$ cat src/rtl/note_judge_pkg.sv
// Shared types and constants for the note judgement block.
package note_judge_pkg;

    // Target times are kept one bit wider than the game timer so that
    // spawn time + travel time can never wrap.
    localparam int unsigned TIME_W     = 33;
    localparam int unsigned JUDGE_W    = 2;
    localparam int unsigned NUM_TRACKS = 2;

    // Judgement codes as seen on o_judge1 / o_judge2.
    localparam logic [JUDGE_W-1:0] JUDGE_NONE    = 2'd0;
    localparam logic [JUDGE_W-1:0] JUDGE_PERFECT = 2'd1;
    localparam logic [JUDGE_W-1:0] JUDGE_GOOD    = 2'd2;
    localparam logic [JUDGE_W-1:0] JUDGE_MISS    = 2'd3;

    // Track encoding shared with the chart sequencer.
    typedef enum logic [1:0] {
        TRACK_NONE  = 2'd0,
        TRACK_UPPER = 2'd1,
        TRACK_LOWER = 2'd2,
        TRACK_BOTH  = 2'd3
    } track_e;

    // Absolute distance between two target-width times.
    function automatic logic [TIME_W-1:0] abs_diff(
        input logic [TIME_W-1:0] a,
        input logic [TIME_W-1:0] b
    );
        return (a >= b) ? (a - b) : (b - a);
    endfunction

endpackage

$ cat src/rtl/note_lane_queue.sv
// Per-track FIFO of note target times; accepts a push while full if the head pops.
module note_lane_queue
    import note_judge_pkg::*;
#(
    parameter int unsigned DEPTH = 8,
    parameter int unsigned WIDTH = TIME_W
) (
    input  logic             clk,
    input  logic             rst,
    input  logic             i_push,
    input  logic             i_pop,
    input  logic [WIDTH-1:0] i_data,
    output logic             o_full,
    output logic             o_empty,
    output logic [WIDTH-1:0] o_head
);

    localparam int unsigned AW = $clog2(DEPTH);

    logic [WIDTH-1:0] r_mem [DEPTH];
    logic [AW:0]      r_wr_ptr;
    logic [AW:0]      r_rd_ptr;
    logic             w_do_push;
    logic             w_do_pop;

    // Pointers carry one wrap bit so full and empty are distinguishable.
    assign o_empty   = (r_wr_ptr == r_rd_ptr);
    assign o_full    = (r_wr_ptr[AW] != r_rd_ptr[AW]) &&
                       (r_wr_ptr[AW-1:0] == r_rd_ptr[AW-1:0]);
    assign o_head    = r_mem[r_rd_ptr[AW-1:0]];
    assign w_do_pop  = i_pop && !o_empty;
    assign w_do_push = i_push && (!o_full || w_do_pop);

    // Pointer update; reset empties the queue.
    always_ff @(posedge clk) begin
        if (rst) begin
            r_wr_ptr <= '0;
            r_rd_ptr <= '0;
        end else begin
            if (w_do_push) begin
                r_wr_ptr <= r_wr_ptr + (AW+1)'(1);
            end
            if (w_do_pop) begin
                r_rd_ptr <= r_rd_ptr + (AW+1)'(1);
            end
        end
    end

    // Storage write; contents are don't-care while the queue is empty.
    always_ff @(posedge clk) begin
        if (w_do_push) begin
            r_mem[r_wr_ptr[AW-1:0]] <= i_data;
        end
    end

endmodule

$ cat src/rtl/note_judge.sv
// Timestamps spawned notes, judges hits against arrival time, keeps score/combo.
module note_judge
    import note_judge_pkg::*;
#(
    parameter int unsigned TRAVEL_MS   = 1000,
    parameter int unsigned PERFECT_MS  = 50,
    parameter int unsigned GOOD_MS     = 150,
    parameter int unsigned QDEPTH      = 8,
    parameter int unsigned PERFECT_PTS = 100,
    parameter int unsigned GOOD_PTS    = 50
) (
    input  logic        clk,
    input  logic        rst,
    input  logic [31:0] i_cur_time,
    input  logic        i_note_t1,
    input  logic        i_note_t2,
    input  logic        i_game_end,
    input  logic        i_hit_t1,
    input  logic        i_hit_t2,
    output logic        o_judge1_valid,
    output logic [1:0]  o_judge1,
    output logic        o_judge2_valid,
    output logic [1:0]  o_judge2,
    output logic [31:0] o_score,
    output logic [15:0] o_combo,
    output logic [15:0] o_max_combo,
    output logic        o_overflow,
    output logic        o_done
);

    localparam int unsigned SCORE_W = 32;
    localparam int unsigned COMBO_W = 16;

    // Index 0 is track 1 (upper), index 1 is track 2 (lower).
    logic [NUM_TRACKS-1:0] w_spawn;
    logic [NUM_TRACKS-1:0] w_hit;
    logic [NUM_TRACKS-1:0] w_full;
    logic [NUM_TRACKS-1:0] w_empty;
    logic [NUM_TRACKS-1:0] w_push;
    logic [NUM_TRACKS-1:0] w_pop;
    logic [NUM_TRACKS-1:0] w_drop;
    logic [NUM_TRACKS-1:0] w_expired;
    logic [NUM_TRACKS-1:0] w_jv;
    logic [TIME_W-1:0]     w_head [NUM_TRACKS];
    logic [TIME_W-1:0]     w_dist [NUM_TRACKS];
    logic [JUDGE_W-1:0]    w_code [NUM_TRACKS];

    logic [TIME_W-1:0]     w_now;
    logic [TIME_W-1:0]     w_target;

    logic [SCORE_W+1:0]    w_pts_sum;
    logic [SCORE_W+1:0]    w_score_sum;
    logic [SCORE_W-1:0]    w_score_next;
    logic [1:0]            w_n_hit;
    logic                  w_any_miss;
    logic [COMBO_W:0]      w_combo_sum;
    logic [COMBO_W-1:0]    w_combo_next;
    logic [COMBO_W-1:0]    w_max_next;
    logic                  w_done_set;

    logic [NUM_TRACKS-1:0] r_judge_valid;
    logic [JUDGE_W-1:0]    r_judge [NUM_TRACKS];
    logic [SCORE_W-1:0]    r_score;
    logic [COMBO_W-1:0]    r_combo;
    logic [COMBO_W-1:0]    r_max_combo;
    logic                  r_overflow;
    logic                  r_done;

    assign w_spawn  = {i_note_t2, i_note_t1};
    assign w_hit    = {i_hit_t2, i_hit_t1};
    assign w_now    = {1'b0, i_cur_time};
    assign w_target = w_now + TIME_W'(TRAVEL_MS);

    for (genvar g = 0; g < NUM_TRACKS; g++) begin : g_lane
        note_lane_queue #(
            .DEPTH (QDEPTH),
            .WIDTH (TIME_W)
        ) u_queue (
            .clk     (clk),
            .rst     (rst),
            .i_push  (w_push[g]),
            .i_pop   (w_pop[g]),
            .i_data  (w_target),
            .o_full  (w_full[g]),
            .o_empty (w_empty[g]),
            .o_head  (w_head[g])
        );

        assign w_expired[g] = !w_empty[g] && (w_now > (w_head[g] + TIME_W'(GOOD_MS)));
        assign w_dist[g]    = abs_diff(w_now, w_head[g]);
    end

    // Per-track judgement and push/drop decision; expiry outranks any hit.
    always_comb begin
        w_pop  = '0;
        w_push = '0;
        w_drop = '0;
        w_jv   = '0;
        for (int i = 0; i < NUM_TRACKS; i++) begin
            w_code[i] = JUDGE_NONE;
        end
        for (int i = 0; i < NUM_TRACKS; i++) begin
            if (w_expired[i]) begin
                w_pop[i]  = 1'b1;
                w_jv[i]   = 1'b1;
                w_code[i] = JUDGE_MISS;
            end else if (!w_empty[i] && w_hit[i] && (w_dist[i] <= TIME_W'(PERFECT_MS))) begin
                w_pop[i]  = 1'b1;
                w_jv[i]   = 1'b1;
                w_code[i] = JUDGE_PERFECT;
            end else if (!w_empty[i] && w_hit[i] && (w_dist[i] <= TIME_W'(GOOD_MS))) begin
                w_pop[i]  = 1'b1;
                w_jv[i]   = 1'b1;
                w_code[i] = JUDGE_GOOD;
            end
            w_push[i] = w_spawn[i] && (!w_full[i] || w_pop[i]);
            w_drop[i] = w_spawn[i] && w_full[i] && !w_pop[i];
        end
    end

    // Score and combo next-state from this cycle's judgements.
    always_comb begin
        w_pts_sum  = '0;
        w_n_hit    = '0;
        w_any_miss = 1'b0;
        for (int i = 0; i < NUM_TRACKS; i++) begin
            if (w_code[i] == JUDGE_PERFECT) begin
                w_pts_sum = w_pts_sum + (SCORE_W+2)'(PERFECT_PTS);
                w_n_hit   = w_n_hit + 2'd1;
            end else if (w_code[i] == JUDGE_GOOD) begin
                w_pts_sum = w_pts_sum + (SCORE_W+2)'(GOOD_PTS);
                w_n_hit   = w_n_hit + 2'd1;
            end else if (w_code[i] == JUDGE_MISS) begin
                w_any_miss = 1'b1;
            end
        end

        w_score_sum  = {2'b00, r_score} + w_pts_sum;
        w_score_next = (w_score_sum > (SCORE_W+2)'({SCORE_W{1'b1}})) ?
                       {SCORE_W{1'b1}} : w_score_sum[SCORE_W-1:0];

        w_combo_sum  = {1'b0, r_combo} + (COMBO_W+1)'(w_n_hit);
        if (w_any_miss) begin
            w_combo_next = '0;
        end else if (w_combo_sum > (COMBO_W+1)'({COMBO_W{1'b1}})) begin
            w_combo_next = {COMBO_W{1'b1}};
        end else begin
            w_combo_next = w_combo_sum[COMBO_W-1:0];
        end

        w_max_next = (w_combo_next > r_max_combo) ? w_combo_next : r_max_combo;
    end

    assign w_done_set = i_game_end && (&w_empty) && !(|w_spawn);

    // Registered judgement strobes, score, combo and sticky flags.
    always_ff @(posedge clk) begin
        if (rst) begin
            r_judge_valid <= '0;
            for (int i = 0; i < NUM_TRACKS; i++) begin
                r_judge[i] <= JUDGE_NONE;
            end
            r_score     <= '0;
            r_combo     <= '0;
            r_max_combo <= '0;
            r_overflow  <= 1'b0;
            r_done      <= 1'b0;
        end else begin
            r_judge_valid <= w_jv;
            for (int i = 0; i < NUM_TRACKS; i++) begin
                if (w_jv[i]) begin
                    r_judge[i] <= w_code[i];
                end
            end
            r_score     <= w_score_next;
            r_combo     <= w_combo_next;
            r_max_combo <= w_max_next;
            r_overflow  <= r_overflow | (|w_drop);
            r_done      <= r_done | w_done_set;
        end
    end

    assign o_judge1_valid = r_judge_valid[0];
    assign o_judge1       = r_judge[0];
    assign o_judge2_valid = r_judge_valid[1];
    assign o_judge2       = r_judge[1];
    assign o_score        = r_score;
    assign o_combo        = r_combo;
    assign o_max_combo    = r_max_combo;
    assign o_overflow     = r_overflow;
    assign o_done         = r_done;

endmodule
$ cat config.mk
export PLATFORM = sky130hd
export DESIGN_NAME = note_judge
export DESIGN_NICKNAME = d
export VERILOG_FILES = /design/src/rtl/note_judge_pkg.sv /design/src/rtl/note_lane_queue.sv /design/src/rtl/note_judge.sv
export SDC_FILE = /design/constraint.sdc
export NUM_CORES = 1
export LEC_CHECK = 0
export CAP_MARGIN = 40
export CORE_AREA = 2 2 454 276
export DETAILED_ROUTE_END_ITERATION = 12
export DIE_AREA = 0 0 456 278
export SYNTH_ARGS = -nofsm -noshare
export SYNTH_HDL_FRONTEND = slang
export SYNTH_SLANG_ARGS = --single-unit
$ cat constraint.sdc
create_clock -name clk -period 33.7 [get_ports clk]
set_input_delay 6.74 -clock clk [delete_from_list [all_inputs] [get_ports clk]]
set_output_delay 6.74 -clock clk [all_outputs]
set_load 0.02 [all_outputs]
* Yosys cells after proc, flatten, opt, wreduce, memory -nomap -nowiden
Memory sizes are Yosys's and may differ from the RTL's. A register that Yosys moved wholly into a read port is not among the register bits.
Index checks and enable logic that the tools add are counted.
** Operators by class
- Eq/ne operators :: 12
- Bitwise logic cells :: 4
- Muxes and demuxes :: 49
- Add/subtract/negate cells :: 16
- Magnitude comparators :: 11
- Reduce and logical (&&, ||, !) cells :: 36
** Operator list (number)
- 2-to-1 mux 34 bit :: 2
- adder 33 x 8 -> 33 bit, second input constant :: 2
- >= comparator 32 x 33 -> 1 bit :: 2
- > comparator 32 x 33 -> 1 bit :: 2
- <= comparator 33 x 6 -> 1 bit, second input constant :: 2
- <= comparator 33 x 8 -> 1 bit, second input constant :: 2
- 2-to-1 mux 33 bit :: 2
- subtractor 32 x 33 -> 33 bit :: 2
- subtractor 33 x 32 -> 33 bit :: 2
- adder 32 x 34 -> 34 bit :: 1
- adder 34 x 6 -> 34 bit, second input constant :: 1
- adder 34 x 7 -> 34 bit, second input constant :: 1
- > comparator 34 x 32 -> 1 bit, second input constant :: 1
- adder 32 x 10 -> 33 bit, second input constant :: 1
- 2-to-1 mux 16 bit :: 2
- 2-to-1 mux 32 bit :: 1
- 2-to-1 mux 1 bit :: 26
- logical AND 1 bit :: 22
- 2-to-1 mux 2 bit :: 10
- adder 16 x 2 -> 17 bit :: 1
- > comparator 17 x 16 -> 1 bit, second input constant :: 1
- adder 4 x 1 -> 4 bit, second input constant :: 4
- > comparator 16 bit :: 1
- 2-to-1 mux 3 bit :: 4
- other kinds (13) :: 33
** Word-level totals
- Output and inout bits :: 72
- Input bits :: 39
- Register bits after elaboration :: 84
- Memories kept :: 3
- Logic and storage cells :: 141
- Memory bits (writable) :: 532
** Memories
- g_lane[0].u_queue.r_mem :: words 8, width 33, rd ports 1, clocked after memory_dff 1, write ports 1, RTL line note_lane_queue.sv:20 : logic [WIDTH-1:0] r_mem [DEPTH];
- g_lane[1].u_queue.r_mem :: words 8, width 33, rd ports 1, clocked after memory_dff 1, write ports 1, RTL line note_lane_queue.sv:20
- r_judge :: words 2, width 2, rd ports 2, clocked after memory_dff 0, write ports 2, RTL line note_judge.sv:62 : logic [JUDGE_W-1:0] r_judge [NUM_TRACKS];

* Longest topological paths before layout
Gate-level depths: netlist of the first run.
- Depth in word-level cells :: 18
- Gate-level depth with buffers :: 52
- Gate-level depth less buffers :: 45

* Modules after synthesis
A second synthesis of the first run with hierarchy kept.
** Second synthesis, totals
- Cell total of the unflattened synthesis :: 2938
- Area, all modules :: 35745.5 sq um
** Modules (own cells, without submodules)
- note_lane_queue :: sequential area each 8147.8 sq um, instances 2, area each 10495.1 sq um, cells each 452
- note_judge :: sequential area each 1481.4 sq um, instances 1, area each 14755.4 sq um, cells each 2034

* Worst setup path after synthesis of the first run
No wires, ideal clock.
- Kind :: input port to flip-flop
- From :: input i_cur_time[3]
- To :: memory g_lane[0].u_queue.r_mem[1][0] (netlist bit), enable pin
- Setup slack :: 17549 ps
- Cell stages on the path :: 16
- Arrival :: 15549 ps
- Library setup time :: 602 ps
- Data required time :: 33098 ps
- Buffers on the path :: 3
- Path through :: inv_1 ha_1 clkbuf_1 and3_1 o21ai_0 a211oi_1 o31a_2 a21o_1 buf_6 mux2_4 o31ai_1 o211ai_1 or4_4 or4b_1 buf_2 a2111oi_0
** Between the ends
- Cells in the longest elaborated chain, start to end :: 12
- Elaborated cells on any way between the ends :: 20
- Classes of those cells :: add/sub (2); order compare (4); mux (6); reduce/logical (8)
** RTL lines
- start, declared :: RTL line note_judge.sv:14 : input logic [31:0] i_cur_time,
- subtractor 33 x 32 -> 33 bit, or another cell as far along :: RTL line note_judge_pkg.sv:29 : return (a >= b) ? (a - b) : (b - a);
- 2-to-1 mux 33 bit :: RTL line note_judge_pkg.sv:29
- <= comparator 33 x 8 -> 1 bit :: RTL line note_judge.sv:111 : end else if (!w_empty[i] && w_hit[i] && (w_dist[i] <= TIME_W'(GOOD_MS))) begin
- logical AND 1 bit :: RTL line note_judge.sv:111
- 2-to-1 mux 1 bit :: RTL line note_judge.sv:111
- 2-to-1 mux 1 bit :: RTL line note_judge.sv:107 : end else if (!w_empty[i] && w_hit[i] && (w_dist[i] <= TIME_W'(PERFECT_MS))) begin
- 2-to-1 mux 1 bit * :: RTL line note_judge.sv:103 : if (w_expired[i]) begin
- logical OR 1 bit or logical AND 1 bit (tied branches) :: RTL line note_judge.sv:116, note_lane_queue.sv:31
- logical AND 1 bit or logical OR 1 bit (tied branches) :: RTL line note_judge.sv:116, note_lane_queue.sv:32
- logical AND 1 bit * :: RTL line note_lane_queue.sv:32 : assign w_do_push = i_push && (!o_full || w_do_pop);
- 2-to-1 mux 1 bit * :: RTL line note_lane_queue.sv:51 : if (w_do_push) begin
- 2-to-1 mux 1 bit (not written as such) * :: RTL line note_lane_queue.sv:52 : r_mem[r_wr_ptr[AW-1:0]] <= i_data;
- end, declared :: RTL line note_lane_queue.sv:20
Mark *: on every way between the ends. The rest lies on a longest branch, timed or not.

==> flow_summary.ini, run 1 <==
[logic_synthesis]
synth_top_cell_by_area = edfxtp_1
synthesis.nets = 3359
synth.yosys.seq_area_share_pct = 48.7
dominantRegCellSynth = edfxtp_1
synth_top_cells_by_area = edfxtp_1 44%, mux4_2 8.1%, ha_1 7.7%
synth.ff_latch_count = 622
post_synthesis_cell_type_count = 92
synthCells = 3089
netlist_area_um2 = 36500
synth_area_per_cell_um2 = 11.8
synth_top_cell_area_share_pct = 43.8
edff_count_synth = 532
ys_warn_count = 0
ys_async_sr_fraction_pct = 0

[finish]
num-fill-cells = 12013
fin_nets = 3487
final_layout_size_suffix_gt1_share_pct = 11.6
utilization_pct = 34.1
syn_to_final_growth_pct = 14.7
fin_cells = 4899

[timing]
finalWorstPathRequiredPeriod_ns = 17.81
finClkSkew_ns = 0.0786
finalWorstSetupSlack_ns = 15.89
final-max-slew-violation-count = 0
worst-slew-pin-transition_ns = 0.901
highest_clock_frequency_the_design_can_meet_mhz = 56.2
setup_total_negative_slack_ns = 0
report.final.hold_viol_count = 0
period_share_pct = 52.8
timing.final.setup_violations = 0
maxSlewHeadroom_pct = 39.5
grt_setup_unrepaired = false

[pwr]
irDropWorstVdd_v = 0.0000433
power_mw = 2.19
cellPowerDensity_nw_per_um2 = 52.4
cellLeakagePower_nw = 14.6

[min_path]
min_path_cells = 2
min-delay-path-class = reg2reg

[cts]
cts.reportedPaths.clkPinSlew_ns = 0.07
clk_root_buffer_cell = clkbuf_16
numClockSinks = 622
tritoncts_clock_tree = done
postCtsSetupRepairBufs = 0
cts-htree-levels = 2
hold_bufs_at_cts = 0
post_cts_resize_count = 0
cts_made_buffers = 56
clock_latency_ns = 0.69
clock_path_buffers = 3

[setup_path]
timing.setup.critical_path_class = in2reg
rr_worst_depth = 43
kind_of_capture_point_of_the_worst_setup_path = flip-flop
required_ns = 34.22
worst-endpoint-arrival_ns = 18.33
cp_slowest_stage_delay_ns = 0.85
critPathMostFrequentCell = ha_1
path_max_fanout = 17
crit_path_start_kind = input port
critical_path.slowest_cell = clkdlybuf4s50_1

[floorplanning]
initial_core_util_pct = 29.7
die_width_um = 456
die_h_um = 278
core_region_area_um2 = 123000
die_area_um2 = 127000
io_pins = 111
fp-row-count = 100

[drt]
avgRoutedWirePerCell_um = 26.6
detailroute.via_count = 27634
route.detailed.vias_per_inst = 5.64
detail_route.drc_violations = 0
antenna_violating_nets_post_route = 0
detailedRoute.firstPassIterationCount = 8
routed_wl_um = 130000
first_iter_violations = 4046

[job]
maxCapViolations = 0

[placed_design]
setup_slack_placement_ns = 15.68
routabilityCongestion = 1.08
numPortBuffers = 110
detailedPlacementHpwl_um = 98100
dp.cells = 4790

[global_route]
number_of_global_route_vias_before_repair = 25594
grt_pass1_wl_um = 187000
grt.total_usage_pct = 20.0
grt_start_max_net_pins = 73
grt.overflow.total = 0
antenna_found_initial = 11

[outcome]
outcome = finished clean
## metrics by stage
step / instance area, um^2 / hold slack (ns)
2_1_floorplan: 36500 / 0.470
3_3_place_gp: 39600 / 0.435
3_5_place_dp: 39900 / 0.473
4_1_cts: 41800 / 0.488
5_1_grt: 41800 / 0.519
6_report: 41900 / 0.491
## worst paths after layout
| path | from | slack, ns | endpoint |
|---|---|---|---|
| max reg2reg | flip-flop | 20.35 | o_max_combo[3] |
| min reg2reg | o_score[0] | 0.49 | o_score[0] |
| max | i_cur_time[17] | 15.89 | o_max_combo[3] |
| min | o_score[0] | 0.49 | o_score[0] |
## worst max-delay path: cells and delay by family
| kind | cells | cell delay (ns) |
|---|---|---|
| AO/OA/AOI/OAI | 12 | 3.44 |
| buffers and inverters | 5 | 1.52 |
| adder cells (fa/ha/maj) | 6 | 1.97 |
| AND/OR/NAND/NOR | 15 | 3.90 |
| multiplexers | 3 | 0.72 |
## Yosys cell counts, types with 33 or more instances
library cell and count:
inv_1 168, dfxtp_1 90, nor2b_1 42, mux2i_1 96
nand4_1 62, a21o_1 69, and3_1 33, clkbuf_1 81
o21ai_0 134, edfxtp_1 532, o211ai_1 34, nand2_1 174
a21oi_1 233, nor2_1 163, xnor2_1 134, ha_1 225
nand3_1 79, xor2_1 50, mux4_2 132, nor3_1 64
## logic make-up (layout without fill, tap and decap cells)
family	after synthesis	after routing	synth area share, %
AOI/OAI and AO/OA	713	713	12.7
xor gates and xnor gates	184	184	4.42
adders and majority gates	231	231	8.04
buffers and inverters	302	474	3.38
DFF	622	622	48.7
muxes	245	245	11.4
other	0	6	0
and+or+nand+nor	792	792	11.4
## cell usage in the layout, fill, tap and decap left out, drive strengths merged, types with 79 or more instances in the layout
cell type      instances
o21ai                138
a21oi                235
clkdlybuf4s50        109
nand3                 79
mux4                 132
nand2                174
edfxtp               532
dfxtp                 90
buf                   92
mux2i                 98
nor2                 163
inv                  174
xnor2                134
ha                   225
## power by group
part	switching, mW	internal, mW
logic	0.416	0.212
registers	0.0105	0.856
clock network	0.296	0.403
## registers in the layout, indices dropped and copies added, names as in the netlist, named ones only
signal                   cells
g_lane.u_queue.r_rd_ptr      8
r_judge_valid                2
o_score                     32
g_lane.u_queue.r_wr_ptr      8
g_lane.u_queue.r_mem       528
r_judge                      4
o_max_combo                 16
o_combo                     16
o_overflow                   1
o_done                       1
## routing by layer
metal  part of all wire, %  up-vias  wire (um)  global-route usage (%)
met2                    36     1481      46500                    24.2
met4                   1.4       10       1860                    3.05
met1                    50    13927      65000                    33.4
met5                 0.056        -         73                       0
met3                    13      114      16900                    6.36
li1                      -    12102          -                       -
## final cells by class
cell class                      instances  area [um^2]  share of cell area, %
Sequential cell                       622        17800                   42.5
Clock inverter                         32          520                   1.24
Clock buffer                           70         1460                   3.50
Antenna cell                            6         15.0                 0.0359
Tap cell                             1632         2040                   4.88
Inverter                              168          631                   1.51
Timing Repair Buffer                  204         1800                   4.31
Multi-Input combinational cell       2165        17600                   42.0
No activity file was read; power rests on OpenSTA's default activity.
==> run 2, diff against run 1 <==
==> constraint.sdc (replaced) <==
create_clock -name clk -period 15 [get_ports clk]
set_input_delay 3 -clock clk [delete_from_list [all_inputs] [get_ports clk]]
set_output_delay 3 -clock clk [all_outputs]
set_load 0.02 [all_outputs]
==> run 2 against run 1 <==
Compared with the run above: die area unchanged; sequential power increased by 130%; highest routed layer unchanged; wire length rose by 4.7%; combinational power rose by 130%; clock power is 110% higher; sequential share of layout area is 0.17 points lower; clock skew shrank 0.049 ns; cell count is 0.71% higher.
==> flow_summary.ini, run 2 (synthesis gave the netlist of run 1 again) <==
[outcome]
outcome = finished clean

[placed_design]
routabilityCongestion = 1.04
numPortBuffers = 110
detailedPlacementHpwl_um = 103000

[finish]
final_common_cell = edfxtp_1
utilization_pct = 34.2
fin_nets = 3524
syn_to_final_growth_pct = 15.1
layout.area.seq_um2 = 17800
area_of_the_multi_input_gates_um2 = 17600
most_frequent_cells_in_the_layout = 532 x edfxtp_1, 232 x a21oi_1, 225 x ha_1
final_layout_size_suffix_gt1_share_pct = 12.8
num-fill-cells = 12130
largest_register_ff_count = 528

[drt]
detailedRoute.firstPassIterationCount = 9
first_iter_violations = 3833
avgRoutedWirePerCell_um = 27.7
detailroute.via_count = 27706
detail_route.drc_violations = 0
routed_wl_um = 137000
antenna_violating_nets_post_route = 0
route.detailed.vias_per_inst = 5.62

[floorplanning]
fp-row-count = 100
io_pins = 111
core_region_area_um2 = 123000
die_h_um = 278
die_area_um2 = 127000
initial_core_util_pct = 29.7
die_width_um = 456

[timing]
highest_clock_frequency_the_design_can_meet_mhz = 75.1
report.final.hold_viol_count = 0
finClkSkew_ns = 0.0296
worst-slew-pin-transition_ns = 1.00
maxSlewHeadroom_pct = 32.6
final-max-slew-violation-count = 0
finalWorstPathRequiredPeriod_ns = 13.32
setup_total_negative_slack_ns = 0
timing.final.setup_violations = 0
period_share_pct = 88.8
grt_setup_unrepaired = false

[cts]
cts_made_buffers = 56
cts-htree-levels = 2
clock_latency_ns = 0.66
post_cts_resize_count = 0
postCtsSetupRepairBufs = 0
cts.reportedPaths.clkPinSlew_ns = 0.07
hold_bufs_at_cts = 0
clk_root_buffer_cell = clkbuf_16
numClockSinks = 622
clock_path_buffers = 3
tritoncts_clock_tree = done

[setup_path]
crit_path_start_kind = input port
required_ns = 15.51
cp_slowest_stage_delay_ns = 0.70
timing.setup.critical_path_class = in2reg
worst-endpoint-arrival_ns = 13.83
critPathMostFrequentCell = ha_1
kind_of_capture_point_of_the_worst_setup_path = flip-flop
critical_path.slowest_cell = a21o_1
path_max_fanout = 17

[min_path]
min-delay-path-class = reg2reg

[global_route]
grt.overflow.total = 0
grt_pass1_wl_um = 193000
antenna_found_initial = 13
grt.total_usage_pct = 21.0
grt_start_max_net_pins = 75
number_of_global_route_vias_before_repair = 25819

[pwr]
irDropWorstVdd_v = 0.0000879
cellLeakagePower_nw = 14.7
cellPowerDensity_nw_per_um2 = 116
power_mw = 4.86

[job]
maxCapViolations = 0
run 2: changes by cell type in the layout (fill, tap and decap cells not counted), moves of 2 or more:
cell,before,now
buf_1,2,0
buf_12,0,2
buf_4,82,119
bufinv_16,12,4
clkbuf_1,13,8
clkdlybuf4s15_2,3,1
clkinv_1,7,11
clkinv_2,3,7
clkinv_4,0,5
clkinvlp_4,3,6
diode_2,6,1
run 2: worst paths after layout:
check                  from        endpoint  slack [ns]  depth (start not counted)
max          i_cur_time[26]  o_max_combo[1]        1.68                         42
min              o_score[0]      o_score[0]        0.45                          2
max reg2reg       flip-flop  o_max_combo[1]        2.28                         44
min reg2reg      o_score[0]      o_score[0]        0.45                          2
run 2: layout make-up:
cell class / instances / area share (%)
diodes: 1 / 0.00596
clock buffers: 65 / 3.47
clock inverters: 40 / 0.890
inverters: 168 / 1.50
multi-input cells: 2165 / 41.9
flip-flops and latches: 622 / 42.3
well taps: 1632 / 4.86
repair buffers: 241 / 5.08
run 2: report_power, final:
group          internal [mW]  switching, mW
Combinational          0.495          0.966
Clock                  0.775          0.679
Sequential              1.92         0.0256
run 2: through the flow:
step                hold slack [ns]  worst slack [ns]  cells  instance area [um^2]
floorplan                     0.470              2.59   3089                 36500
global placement              0.434              1.23   4795                 39900
detailed placement            0.442              1.20   4827                 40200
CTS                           0.453              1.89   4932                 42000
global route                  0.480              1.06   4934                 42000
finish                        0.447              1.68   4934                 42000
run 2: critical path, delay by kind of cell:
family / cells / cell delay (ns)
AND/OR/NAND/NOR: 16 / 3.90
AO/OA/AOI/OAI: 10 / 2.68
adder cells (fa/ha/maj): 6 / 2.01
buffers and inverters: 6 / 1.40
multiplexers: 3 / 0.58
XOR/XNOR: 1 / 0.24
run 2: layer usage:
layer / global-route usage, % / wire (um)
met1: 33.9 / 67300
met4: 3.04 / 1880
met2: 25.5 / 49100
met3: 8.24 / 18200
met5: 0.188 / 80
